<file path="config.mk">
export PLATFORM = sky130hd
export DESIGN_NAME = pipelined_segmented_alu
export DESIGN_NICKNAME = d
export VERILOG_FILES = /design/src/rtl/pipelined_segmented_alu.sv
export SDC_FILE = /design/constraint.sdc
export NUM_CORES = 1
export LEC_CHECK = 0
export CORE_UTILIZATION = 55
export DETAILED_ROUTE_END_ITERATION = 7
export HOLD_SLACK_MARGIN = 0.1
export PLACE_DENSITY_LB_ADDON = 0.05
export SLEW_MARGIN = 20
export SYNTH_ARGS = -nofsm -noshare
export SYNTH_HDL_FRONTEND = slang
export SYNTH_SLANG_ARGS = --single-unit
</file>
<file path="constraint.sdc">
create_clock -name clk -period 15.7 [get_ports clk]
set_input_delay 3.14 -clock clk [delete_from_list [all_inputs] [get_ports clk]]
set_output_delay 3.14 -clock clk [all_outputs]
set_load 0.05 [all_outputs]
</file>
<file path="src/rtl/pipelined_segmented_alu.sv">
// ---------------------------------------------------------------------------
// pipelined_segmented_alu
//
// ALU whose carry chain is split into NSEG = WIDTH/SEG_W segments. Each
// segment is added in its own pipeline stage, so the block has NSEG+1
// register stages:
//   - the capture stage holds the operands, op, the initial carry and valid;
//   - each following stage adds one segment;
//   - the stage that adds the last segment is the output stage.
// A single global advance signal (!out_valid || out_ready) moves every
// stage together. When advance is low, the whole pipeline freezes.
//
// Parameters
//   WIDTH  operand/result width in bits
//   SEG_W  carry-chain segment width in bits (WIDTH must be a multiple)
//
// Ports
//   clk        clock; all state changes on the rising edge
//   rst        synchronous active-high reset
//   flush      synchronous discard of every in-flight transaction
//   in_valid   operand transaction offered
//   in_ready   block can accept a transaction this cycle
//   a, b       operands
//   cin        carry-in, used by ADC only
//   op         000 ADD, 001 SUB, 010 AND, 011 OR, 100 XOR, 101 ADC,
//              110/111 reserved (result 0)
//   out_valid  result presented
//   out_ready  downstream accepts the result
//   result     operation result
//   carry_out, overflow, zero, negative  result flags
//   in_flight  valid transactions held in the pipeline, output stage included
// ---------------------------------------------------------------------------
module pipelined_segmented_alu #(
    parameter int WIDTH = 32,
    parameter int SEG_W = 8
) (
    input  logic                                clk,
    input  logic                                rst,
    input  logic                                flush,
    input  logic                                in_valid,
    output logic                                in_ready,
    input  logic [WIDTH-1:0]                    a,
    input  logic [WIDTH-1:0]                    b,
    input  logic                                cin,
    input  logic [2:0]                          op,
    output logic                                out_valid,
    input  logic                                out_ready,
    output logic [WIDTH-1:0]                    result,
    output logic                                carry_out,
    output logic                                overflow,
    output logic                                zero,
    output logic                                negative,
    output logic [$clog2(WIDTH/SEG_W+2)-1:0]    in_flight
);

    localparam int NSEG  = (SEG_W > 0) ? (WIDTH / SEG_W) : 1;
    localparam int CNT_W = $clog2(NSEG + 2);

    localparam logic [2:0] OP_ADD = 3'b000;
    localparam logic [2:0] OP_SUB = 3'b001;
    localparam logic [2:0] OP_AND = 3'b010;
    localparam logic [2:0] OP_OR  = 3'b011;
    localparam logic [2:0] OP_XOR = 3'b100;
    localparam logic [2:0] OP_ADC = 3'b101;

    // Reject segmentations that do not tile the operand exactly.
    generate
        if ((SEG_W < 1) || ((WIDTH % SEG_W) != 0)) begin : g_bad_params
            $error("pipelined_segmented_alu: WIDTH must be a positive multiple of SEG_W");
        end
    endgenerate

    // One segment of the operation: {carry_out, segment_result}.
    // Logic and reserved ops never produce a carry.
    function automatic logic [SEG_W:0] seg_calc(
        input logic [2:0]       f_op,
        input logic [SEG_W-1:0] f_a,
        input logic [SEG_W-1:0] f_b,
        input logic             f_c
    );
        logic [SEG_W:0] r;
        r = {(SEG_W+1){1'b0}};
        case (f_op)
            OP_ADD, OP_ADC: r = {1'b0, f_a} + {1'b0, f_b}  + {{SEG_W{1'b0}}, f_c};
            OP_SUB:         r = {1'b0, f_a} + {1'b0, ~f_b} + {{SEG_W{1'b0}}, f_c};
            OP_AND:         r = {1'b0, f_a & f_b};
            OP_OR:          r = {1'b0, f_a | f_b};
            OP_XOR:         r = {1'b0, f_a ^ f_b};
            default:        r = {(SEG_W+1){1'b0}};
        endcase
        return r;
    endfunction

    // True for the ops whose carry/overflow flags are meaningful.
    function automatic logic is_arith(input logic [2:0] f_op);
        logic r;
        case (f_op)
            OP_ADD, OP_SUB, OP_ADC: r = 1'b1;
            default:                r = 1'b0;
        endcase
        return r;
    endfunction

    // Pipeline stage state; index i feeds the addition of segment i.
    logic [NSEG-1:0]  vld_r;
    logic [NSEG-1:0]  cry_r;
    logic [WIDTH-1:0] a_r   [0:NSEG-1];
    logic [WIDTH-1:0] b_r   [0:NSEG-1];
    logic [WIDTH-1:0] res_r [0:NSEG-1];
    logic [2:0]       op_r  [0:NSEG-1];

    logic [SEG_W:0]   seg_s     [0:NSEG-1];
    logic [WIDTH-1:0] nxt_res_s [0:NSEG-1];
    logic             advance_s;
    logic             accept_s;
    logic             handoff_s;
    logic             cin0_s;
    logic             b_msb_eff_s;
    logic             carry_msb_s;
    logic             last_ov_s;

    assign advance_s = !out_valid || out_ready;
    assign in_ready  = advance_s;
    assign accept_s  = in_valid && advance_s;
    assign handoff_s = out_valid && out_ready;

    // Initial carry: SUB is a + ~b + 1, ADC injects cin, everything else 0.
    always_comb begin
        cin0_s = 1'b0;
        case (op)
            OP_SUB:  cin0_s = 1'b1;
            OP_ADC:  cin0_s = cin;
            default: cin0_s = 1'b0;
        endcase
    end

    // Per-stage segment add and the partial result it produces.
    always_comb begin
        for (int i = 0; i < NSEG; i++) begin
            seg_s[i] = seg_calc(op_r[i], a_r[i][i*SEG_W +: SEG_W],
                                b_r[i][i*SEG_W +: SEG_W], cry_r[i]);
            nxt_res_s[i] = res_r[i];
            nxt_res_s[i][i*SEG_W +: SEG_W] = seg_s[i][SEG_W-1:0];
        end
    end

    // Signed overflow of the last segment: carry into the MSB xor carry out.
    // The carry into the MSB is recovered from the MSB sum bit and its inputs.
    always_comb begin
        b_msb_eff_s = 1'b0;
        carry_msb_s = 1'b0;
        last_ov_s   = 1'b0;
        if (op_r[NSEG-1] == OP_SUB) begin
            b_msb_eff_s = ~b_r[NSEG-1][WIDTH-1];
        end else begin
            b_msb_eff_s = b_r[NSEG-1][WIDTH-1];
        end
        carry_msb_s = nxt_res_s[NSEG-1][WIDTH-1] ^ a_r[NSEG-1][WIDTH-1] ^ b_msb_eff_s;
        if (is_arith(op_r[NSEG-1])) begin
            last_ov_s = carry_msb_s ^ seg_s[NSEG-1][SEG_W];
        end else begin
            last_ov_s = 1'b0;
        end
    end

    // Pipeline registers, output stage and occupancy counter.
    always_ff @(posedge clk) begin
        if (rst) begin
            vld_r     <= {NSEG{1'b0}};
            cry_r     <= {NSEG{1'b0}};
            for (int i = 0; i < NSEG; i++) begin
                a_r[i]   <= {WIDTH{1'b0}};
                b_r[i]   <= {WIDTH{1'b0}};
                res_r[i] <= {WIDTH{1'b0}};
                op_r[i]  <= 3'b000;
            end
            out_valid <= 1'b0;
            result    <= {WIDTH{1'b0}};
            carry_out <= 1'b0;
            overflow  <= 1'b0;
            zero      <= 1'b0;
            negative  <= 1'b0;
            in_flight <= {CNT_W{1'b0}};
        end else if (flush) begin
            // Data registers keep their contents; only validity is discarded,
            // so the outputs keep showing the last presented values.
            vld_r     <= {NSEG{1'b0}};
            out_valid <= 1'b0;
            in_flight <= {CNT_W{1'b0}};
        end else begin
            if (advance_s) begin
                vld_r[0] <= in_valid;
                a_r[0]   <= a;
                b_r[0]   <= b;
                op_r[0]  <= op;
                cry_r[0] <= cin0_s;
                res_r[0] <= {WIDTH{1'b0}};
                for (int i = 1; i < NSEG; i++) begin
                    vld_r[i] <= vld_r[i-1];
                    a_r[i]   <= a_r[i-1];
                    b_r[i]   <= b_r[i-1];
                    op_r[i]  <= op_r[i-1];
                    cry_r[i] <= seg_s[i-1][SEG_W];
                    res_r[i] <= nxt_res_s[i-1];
                end
                out_valid <= vld_r[NSEG-1];
                // A bubble reaching the output leaves the last values in place.
                if (vld_r[NSEG-1]) begin
                    result    <= nxt_res_s[NSEG-1];
                    carry_out <= seg_s[NSEG-1][SEG_W];
                    overflow  <= last_ov_s;
                    zero      <= (nxt_res_s[NSEG-1] == {WIDTH{1'b0}});
                    negative  <= nxt_res_s[NSEG-1][WIDTH-1];
                end
            end
            case ({accept_s, handoff_s})
                2'b10:   in_flight <= in_flight + CNT_W'(1);
                2'b01:   in_flight <= in_flight - CNT_W'(1);
                default: in_flight <= in_flight;
            endcase
        end
    end

endmodule

</file>
==> flow_metrics.tcl, run 1 <==
set metrics [dict create \
    skew_ps 15.4 \
    grt_max_degree 152 \
    num-nets-final 1618 \
    postSynthRegisterBits 267 \
    netlist_top_cells_area "sky130_fd_sc_hd__edfxtp_1 (45%), sky130_fd_sc_hd__and2_1 (8.6%), sky130_fd_sc_hd__ha_1 (8.3%)" \
    timing.fmax_mhz 122 \
    worst_hold_slack_ps 451 \
    buffer_ports.inserted 113 \
    placement_rows 59 \
    gp_routability_congestion 0.844 \
    worst_skew_pair_latency_ps 540 \
    crit_arrival_ps 5040 \
    synth-main-ff-cell "sky130_fd_sc_hd__edfxtp_1" \
    initial_core_util 0.560 \
    cts_buffers 28 \
    timing.final.max_slew_violations 0 \
    ff2ff_setup_slack_ps 12680 \
    area_delta_synth_final_pct 14.7 \
    postSynthCellCount 1356 \
    chip_height_microns 165 \
    first_pass_iters 5 \
    clockBufferDepth 3 \
    detail_route.vias_per_cell 5.38 \
    number_of_global_route_vias_before_repair 8980 \
    layout.cells.non_filler 1788 \
    library_cell_contributing_the_largest_single_delay_on_the_critical_path "sky130_fd_sc_hd__clkdlybuf4s50_1" \
    totalWireLength_mm 28.1 \
    yosysTopAreaCell "sky130_fd_sc_hd__edfxtp_1" \
    total_core_area_sq_um 26000 \
    syn-cell-area_sq_um 14600 \
    p_leak_nw 6.40 \
    antenna_found_initial 0 \
    global_route_wire_length_before_repair_mm 45.3 \
    hpwlAfterDp_mm 19.9 \
    timing.critical_path.to_type "output pin" \
    wirelength_per_cell_microns 15.7 \
    rr_worst_depth 6 \
    post_route_cells_drive_above_1_share 0.0420 \
    critical_register_to_register_path_startpoint "out_valid" \
    cts_post_setup_buffers_inserted 0 \
    n_antenna_cell 0 \
    ctsHtreeMaxLevel 1 \
    detail-route-antenna-nets 0 \
    cp.required_ps 12560 \
    post-route-drc-count 0 \
    fill_cells 2089 \
    path_class "primary input to output pin" \
    setup.worst_path.end "in_ready" \
    floorplan.io_pins 114 \
    critPathMaxFanout 8 \
    cts-root-buf "sky130_fd_sc_hd__clkbuf_16" \
    rsz0062_at_grt "no" \
    tightest_pin_transition_ps 1070 \
    run_status "finished, final reports clean" \
    cts.sinks 267 \
    final_layout_setup_total_negative_slack_ps 0 \
    synth_largest_type_area_fraction 0.454 \
    report.final.setup_viol 0 \
    crit_top_cell "sky130_fd_sc_hd__clkdlybuf4s50_1" \
    cts_hold_repair.buffers 0 \
    final.min_clock_period_ps 8180 \
    groute.usage.overall 0.210 \
    worst_setup_hold_path_clk_slew_ps 60 \
    yosysWarnings 0 \
    violation_count_after_the_first_detailed_route_iteration 862 \
    maxCapViolCount 0 \
    slew_headroom 0.288 \
    power.ir.vdd_worst_mv 0.0974 \
    synth-seq-area-share 0.519 \
    synth_nets 1542 \
    post-route-util 0.642 \
    die_w_microns 165 \
    synthesis.area_per_instance_sq_um 10.7 \
    p_per_area_nw_per_um2 101 \
    tritoncts "built" \
    report.power.total_mw 1.68 \
    worstSetupStartpoint "out_ready" \
    async_flop_share 0 \
    floorplan.die_area_sq_um 27100 \
    cp_cell_sequence "clkdlybuf4s50_1 -> nor2b_1 -> inv_1 -> clkdlybuf4s50_1" \
    worstSetupStartpointType "primary input" \
    synth-edff-count 220 \
    r2r-end "b_r[0][22]" \
    place_inst 1737 \
    hold_path_class "flip-flop to flip-flop" \
    hold_viol_final 0 \
    routed-via-count 9627 \
    global_route.overflow_total 0 \
    largest_incremental_delay_on_the_critical_path_ps 750 \
    post_cts_resized 0 \
    number_of_distinct_library_cells_after_synthesis 74 \
    final_clock_period_utilization_by_the_worst_path 0.521 \
]
==> how the worst min path moves through the flow <==
stage | from | to | slack, ps | cells past startpoint
6_report | result[0] | result[0] | 450 | 2
5_1_grt | result[4] | result[4] | 460 | 2
4_1_cts | result[8] | result[8] | 450 | 2
3_5_place_dp | result[8] | result[8] | 450 | 2
3_3_place_gp | result[4] | result[4] | 440 | 2
2_1_floorplan | vld_r[1] | vld_r[1] | 430 | 2
==> through the flow <==
| stage | setup slack, ps | area (sq um) |
|---|---|---|
| global placement | 7550 | 15800 |
| CTS | 7500 | 16700 |
| finish | 7520 | 16700 |
| global route | 7410 | 16700 |
| detailed placement | 7510 | 15800 |
| floorplan | 7270 | 14600 |
==> critical path: cells and delay by family <==
kind,cells,cell delay (ps)
buffers and inverters,3,1380
AND/OR/NAND/NOR,1,510
==> where the power goes <==
| part | switching, mW | total [mW] | internal (mW) |
|---|---|---|---|
| Clock | 0.254 | 0.606 | 0.352 |
| Sequential | 0.0286 | 0.843 | 0.815 |
| Combinational | 0.132 | 0.231 | 0.0997 |
| Total | 0.415 | 1.68 | 1.27 |
==> flip-flops by register name, indices dropped and copies added, names as in the netlist <==
signal / cells
out_valid: 1
zero: 1
op_r: 12
carry_out: 1
cry_r: 4
vld_r: 4
res_r: 48
a_r: 80
overflow: 1
in_flight: 3
result: 32
b_r: 80
==> synth_stat cells (20+ instances only) <==
cell	n
sky130_fd_sc_hd__a22oi_1	22
sky130_fd_sc_hd__o22ai_1	29
sky130_fd_sc_hd__nor2b_1	20
sky130_fd_sc_hd__a21oi_1	97
sky130_fd_sc_hd__edfxtp_1	220
sky130_fd_sc_hd__nor2_1	80
sky130_fd_sc_hd__nand2_1	92
sky130_fd_sc_hd__clkbuf_1	60
sky130_fd_sc_hd__and2_1	199
sky130_fd_sc_hd__inv_1	113
sky130_fd_sc_hd__ha_1	96
sky130_fd_sc_hd__o21ai_0	34
sky130_fd_sc_hd__dfxtp_1	47
==> kinds of logic after synthesis <==
logic type               synth area share
AND/OR/NAND/NOR                     0.176
buffers and inverters              0.0505
flip-flops                          0.519
XOR/XNOR                           0.0120
adder cells (fa/ha/maj)             0.106
multiplexers                       0.0104
AO/OA/AOI/OAI                       0.127
==> layout make-up <==
class / count / area [sq um] / share of cell area
sequential: 267 / 7550 / 0.452
multi-input combinational: 903 / 6270 / 0.376
timing repair buffer: 119 / 1180 / 0.0705
clock buffer: 37 / 756 / 0.0453
inverter: 113 / 432 / 0.0259
tap: 335 / 419 / 0.0251
clock inverter: 14 / 87.6 / 0.00525
==> routing by layer <==
| layer | share of wire | GRT usage | vias up |
|---|---|---|---|
| li1 | - | - | 4877 |
| met2 | 0.45 | 0.335 | 215 |
| met4 | 0.017 | 0.0517 | 0 |
| met5 | 0 | 0 | - |
| met3 | 0.043 | 0.0279 | 34 |
| met1 | 0.49 | 0.304 | 4501 |
==> cell usage in the layout (no fill, tap or decap), types with 17 or more instances in the layout <==
cell type,synthesis,routed
sky130_fd_sc_hd__and2_1,199,199
sky130_fd_sc_hd__edfxtp_1,220,220
sky130_fd_sc_hd__nor2_1,80,80
sky130_fd_sc_hd__o21ai_0,34,34
sky130_fd_sc_hd__dfxtp_1,47,47
sky130_fd_sc_hd__fa_1,17,17
sky130_fd_sc_hd__nor2b_1,20,20
sky130_fd_sc_hd__nor3_1,18,18
sky130_fd_sc_hd__clkdlybuf4s50_1,0,113
sky130_fd_sc_hd__inv_1,113,112
sky130_fd_sc_hd__o22ai_1,29,29
sky130_fd_sc_hd__clkbuf_16,0,29
sky130_fd_sc_hd__ha_1,96,96
sky130_fd_sc_hd__nand2_1,92,92
sky130_fd_sc_hd__a22oi_1,22,22
sky130_fd_sc_hd__a21oi_1,97,97
(Power assumes the default switching activity.)
==> run 2: changes to the inputs <==
Settings changed: CORE_UTILIZATION 55 to 53.
Clock period 15.7 ns to 7.4 ns, I/O delays scaled along.
==> run 2 against run 1 <==
  * Design area up 0.82%
  * Setup slack worse by 5100 ps
  * Sequential share of layout area down 0.37 points
  * Non-clock buffer count down 1
  * Clock skew up 0.61 ps
  * Utilization down 1.8 points
  * Wire length up 2.8%
  * Critical path depth unchanged
  * First-iteration DRC count down 21%
  * Power up 120%
  * Critical path type unchanged
  * Largest power group unchanged
==> flow_metrics.tcl, run 2 (synthesis gave the netlist of run 1 again) <==
set metrics [dict create \
    timing.hold.worst.start "result[0]" \
    power_switching_share 0.244 \
    cp.required_ps 5920 \
    r2r-end "a_r[0][23]" \
    path_class "primary input to output pin" \
    mostFrequentLayoutCell "sky130_fd_sc_hd__edfxtp_1" \
    total_core_area_sq_um 27000 \
    groute.usage.overall 0.207 \
    first_pass_iters 5 \
    worst_setup_hold_path_clk_slew_ps 60 \
    power.ir.vdd_worst_mv 0.193 \
    worst_hold_slack_ps 453 \
    routed-via-count 9702 \
    ff2ff_setup_slack_ps 4470 \
    post-route-drc-count 0 \
    rr_worst_depth 5 \
    ctsHtreeMaxLevel 1 \
    gp_routability_congestion 0.867 \
    cts.sinks 267 \
    power.share.clock 0.391 \
    cts_buffers 28 \
    seqPwrFrac 0.479 \
    cts_hold_repair.buffers 0 \
    clockBufferDepth 3 \
    timing.fmax_mhz 199 \
    antenna_found_initial 0 \
    cts_post_setup_buffers_inserted 0 \
    tritoncts "built" \
    cts-root-buf "sky130_fd_sc_hd__clkbuf_16" \
    p_sw_uw 915 \
    chip_height_microns 168 \
    largest_registers "a_r (80), b_r (80), res_r (48)" \
    fill_cells 2180 \
    wirelength_per_cell_microns 16.1 \
    skew_ps 16.0 \
    layout.cells.most_common_list "sky130_fd_sc_hd__edfxtp_1 (220), sky130_fd_sc_hd__and2_1 (199), sky130_fd_sc_hd__clkdlybuf4s50_1 (113)" \
    report.final.setup_viol 0 \
    floorplan.die_area_sq_um 28100 \
    run_status "finished, final reports clean" \
    worstSetupStartpoint "out_ready" \
    timing.critical_path.to_type "output pin" \
    maxCapViolCount 0 \
    final.min_clock_period_ps 5020 \
    num-nets-final 1617 \
    violation_count_after_the_first_detailed_route_iteration 680 \
    setup_slack_ps 2380 \
    post_cts_resized 0 \
    crit_arrival_ps 3540 \
    area_delta_synth_final_pct 15.7 \
    p_leak_nw 6.47 \
    buffer_ports.inserted 113 \
    final_clock_period_utilization_by_the_worst_path 0.678 \
    post_route_cells_drive_above_1_share 0.0509 \
    global_route_wire_length_before_repair_mm 47.1 \
    detail_route.vias_per_cell 5.41 \
    power.internal_mw 2.83 \
    grt_max_degree 131 \
    hold_path_class "flip-flop to flip-flop" \
    die_w_microns 168 \
    final_layout_setup_total_negative_slack_ps 0 \
    combPwrFrac 0.131 \
    floorplan.io_pins 114 \
    initial_core_util 0.540 \
    critPathMaxFanout 8 \
    stdcell_area_sq_um 16800 \
    global_route.overflow_total 0 \
    worst_skew_pair_latency_ps 540 \
    regArea_sq_um 7550 \
    timing.final.max_slew_violations 0 \
    p_per_area_nw_per_um2 222 \
    critical_register_to_register_path_startpoint "out_valid" \
    rsz0062_at_grt "no" \
    tightest_pin_transition_ps 1010 \
    placement_rows 60 \
    totalWireLength_mm 28.9 \
    hold_viol_final 0 \
    detailedPlace.worstSlack_ps 2390 \
    slew_headroom 0.328 \
    hpwlAfterDp_mm 20.2 \
    detail-route-antenna-nets 0 \
    report.power.total_mw 3.74 \
    n_antenna_cell 0 \
    worstSetupStartpointType "primary input" \
    setup.worst_path.end "in_ready" \
    number_of_global_route_vias_before_repair 9236 \
    detailed_place.area_sq_um 15800 \
    multiInputGateArea_sq_um 6270 \
]
[run 2: worst max-delay path, cell delays in order]
cell and delay, ps:
sky130_fd_sc_hd__clkdlybuf4s50_1 410, sky130_fd_sc_hd__nor2b_1 620, sky130_fd_sc_hd__inv_1 250, sky130_fd_sc_hd__clkdlybuf4s50_1 770
[run 2: layout make-up]
| class | count | share of cell area |
|---|---|---|
| flip-flops and latches | 267 | 0.448 |
| multi-input cells | 903 | 0.373 |
| repair buffers | 118 | 0.0697 |
| clock buffers | 30 | 0.0433 |
| inverters | 113 | 0.0257 |
| well taps | 341 | 0.0254 |
| clock inverters | 22 | 0.0147 |
[run 2: through the flow]
| stage | instances | util |
|---|---|---|
| finish | 1794 | 0.624 |
| detailed placement | 1742 | 0.588 |
| floorplan | 1356 | - |
| global placement | 1742 | 0.588 |
| CTS | 1794 | 0.624 |
| global route | 1794 | 0.624 |
[run 2: layer usage]
layer	routed length [microns]	vias up	track usage	part of all wire
li1	-	4877	-	-
met1	13600	4582	0.289	0.47
met2	13400	209	0.342	0.47
met3	1370	34	0.0312	0.048
met4	452	0	0.0471	0.016
met5	0	-	0	0
[run 2: worst min-delay path by stage]
| stage | endpoint | slack (ps) | cells after the start |
|---|---|---|---|
| after floorplan | vld_r[1] | 430 | 2 |
| after CTS | result[13] | 450 | 2 |
| after global placement | vld_r[1] | 440 | 2 |
| after global routing | result[8] | 470 | 2 |
| after detailed placement | result[13] | 450 | 2 |
| final | result[0] | 450 | 2 |
[run 2: power by group through the flow]
stage / clock network, mW / registers, mW / logic [mW]
finish: 1.46 / 1.79 / 0.489
CTS: 1.49 / 1.79 / 0.489
global route: 1.55 / 1.80 / 0.548
global placement: 0 / 1.82 / 0.482
detailed placement: 0 / 1.82 / 0.486
floorplan: 0 / 1.80 / 0.369
==> run 3: changes to the inputs <==
Clock period 7.4 ns to 4.3 ns, I/O delays scaled along.
==> run 3 against run 2 <==
  * Critical path depth rose by 1
  * Critical endpoint unchanged
  * Wire length down 0.94%
  * Worst hold slack worse by 0.57 ps
  * Highest routed layer unchanged
  * Non-clock buffer count up 5
  * Cell count rose by 0.17%
  * Critical path type unchanged
  * Die area unchanged
  * Utilization shrank 0.27 points
  * Setup slack lost 1500 ps
==> flow_metrics.tcl, run 3 (synthesis gave the netlist of run 1 again) <==
set metrics [dict create \
    gp_routability_congestion 0.894 \
    global_route_wire_length_before_repair_mm 46.8 \
    detailed_place.area_sq_um 15900 \
    post_route_cells_drive_above_1_share 0.0467 \
    p_per_area_nw_per_um2 365 \
    worst_setup_hold_path_clk_slew_ps 60 \
    hold_viol_final 0 \
    power.ir.vdd_worst_mv 0.284 \
    total_core_area_sq_um 27000 \
    path_class "primary input to output pin" \
    final_clock_period_utilization_by_the_worst_path 0.789 \
    timing.final.max_slew_violations 0 \
    rsz0062_at_grt "no" \
    slew_headroom 0.471 \
    hpwlAfterDp_mm 20.4 \
    timing.hold.worst.start "result[0]" \
    skew_ps 10.0 \
    crit_arrival_ps 2530 \
    floorplan.io_pins 114 \
    grt_max_degree 128 \
    cts-root-buf "sky130_fd_sc_hd__clkbuf_16" \
    clockBufferDepth 3 \
    critPathMaxFanout 8 \
    report.final.setup_viol 0 \
    die_w_microns 168 \
    initial_core_util 0.540 \
    buffer_ports.inserted 113 \
    mostFrequentLayoutCell "sky130_fd_sc_hd__edfxtp_1" \
    violation_count_after_the_first_detailed_route_iteration 666 \
    critical_register_to_register_path_startpoint "b_r[0][120]" \
    place_inst 1747 \
    p_leak_nw 6.41 \
    ctsHtreeMaxLevel 1 \
    tightest_pin_transition_ps 794 \
    antenna_found_initial 0 \
    cts_post_setup_buffers_inserted 0 \
    timing.critical_path.to_type "output pin" \
    tritoncts "built" \
    layout.cells.most_common_list "sky130_fd_sc_hd__edfxtp_1 (220), sky130_fd_sc_hd__and2_1 (199), sky130_fd_sc_hd__clkdlybuf4s50_1 (113)" \
    detail-route-antenna-nets 0 \
    worstSetupStartpoint "out_ready" \
    chip_height_microns 168 \
    run_status "finished, final reports clean" \
    totalWireLength_mm 28.6 \
    worstSetupStartpointType "primary input" \
    routed-via-count 9685 \
    global_route.overflow_total 0 \
    floorplan.die_area_sq_um 28100 \
    layout.cells.non_filler 1797 \
    groute.usage.overall 0.206 \
    n_antenna_cell 0 \
    largest_registers "a_r (80), b_r (80), res_r (48)" \
    post-route-drc-count 0 \
    placement_rows 60 \
    number_of_global_route_vias_before_repair 9078 \
    area_delta_synth_final_pct 15.2 \
    stdcell_area_sq_um 16800 \
    timing.fmax_mhz 295 \
    cts_buffers 29 \
    final_layout_setup_total_negative_slack_ps 0 \
    detail_route.vias_per_cell 5.39 \
    post_cts_resized 0 \
    first_pass_iters 5 \
    hold_path_class "flip-flop to flip-flop" \
    final.min_clock_period_ps 3390 \
    maxCapViolCount 0 \
    cp.required_ps 3440 \
    worst_skew_pair_latency_ps 540 \
    cts.sinks 267 \
    num-nets-final 1623 \
    fill_cells 2255 \
    cts_hold_repair.buffers 0 \
    wirelength_per_cell_microns 15.9 \
]
==> run 3: cell count changes in the layout (fill, tap and decap cells not counted), sizes merged <==
| cell | change |
|---|---|
| clkinv | -7 |
| inv | -1 |
| clkinvlp | +1 |
| clkbuf | +10 |
| buf | +5 |
| bufinv | -5 |
==> run 3: layout make-up <==
class | instances | area (sq um) | share of cell area
flip-flops and latches | 267 | 7550 | 0.450
repair buffers | 123 | 1240 | 0.0742
multi-input cells | 903 | 6290 | 0.375
well taps | 341 | 427 | 0.0255
clock inverters | 10 | 53.8 | 0.00321
inverters | 113 | 428 | 0.0255
clock buffers | 40 | 767 | 0.0458
==> run 3: layer usage <==
metal | GRT usage | part of all wire | wire length [microns]
met5 | 0 | 0 | 0
met4 | 0.0542 | 0.023 | 651
met3 | 0.0265 | 0.047 | 1340
met2 | 0.328 | 0.45 | 12800
met1 | 0.297 | 0.48 | 13800
==> run 3: per-stage QoR <==
step           total power, mW  hold slack [ps]  setup WS, ps   util
6_report                  6.11              452           909  0.622
5_1_grt                   6.39              471           841  0.622
4_1_cts                   6.18              454           910  0.622
3_5_place_dp              3.98              446           924  0.591
3_3_place_gp              3.97              441           916  0.591
2_1_floorplan             3.72              432          -702      -
==> run 3: worst max-delay path: stages <==
cell and delay [ps]:
sky130_fd_sc_hd__clkdlybuf4s50_1 470, sky130_fd_sc_hd__nor2b_1 50, sky130_fd_sc_hd__buf_4 170, sky130_fd_sc_hd__inv_1 150, sky130_fd_sc_hd__clkdlybuf4s50_1 830
==> run 3: worst paths after layout <==
check	slack [ps]	endpoint	depth (start not counted)
worst min-delay path	450	result[0]	2
worst max register to register	1400	zero	11
worst min register to register	450	result[0]	2
worst max-delay path	910	in_ready	5
==> run 3: power by group <==
part	internal [mW]	leakage, nW	switching (mW)
Sequential	2.97	2.80	0.103
Clock	1.24	0.393	0.950
Combinational	0.369	3.22	0.482
Total	4.58	6.41	1.53
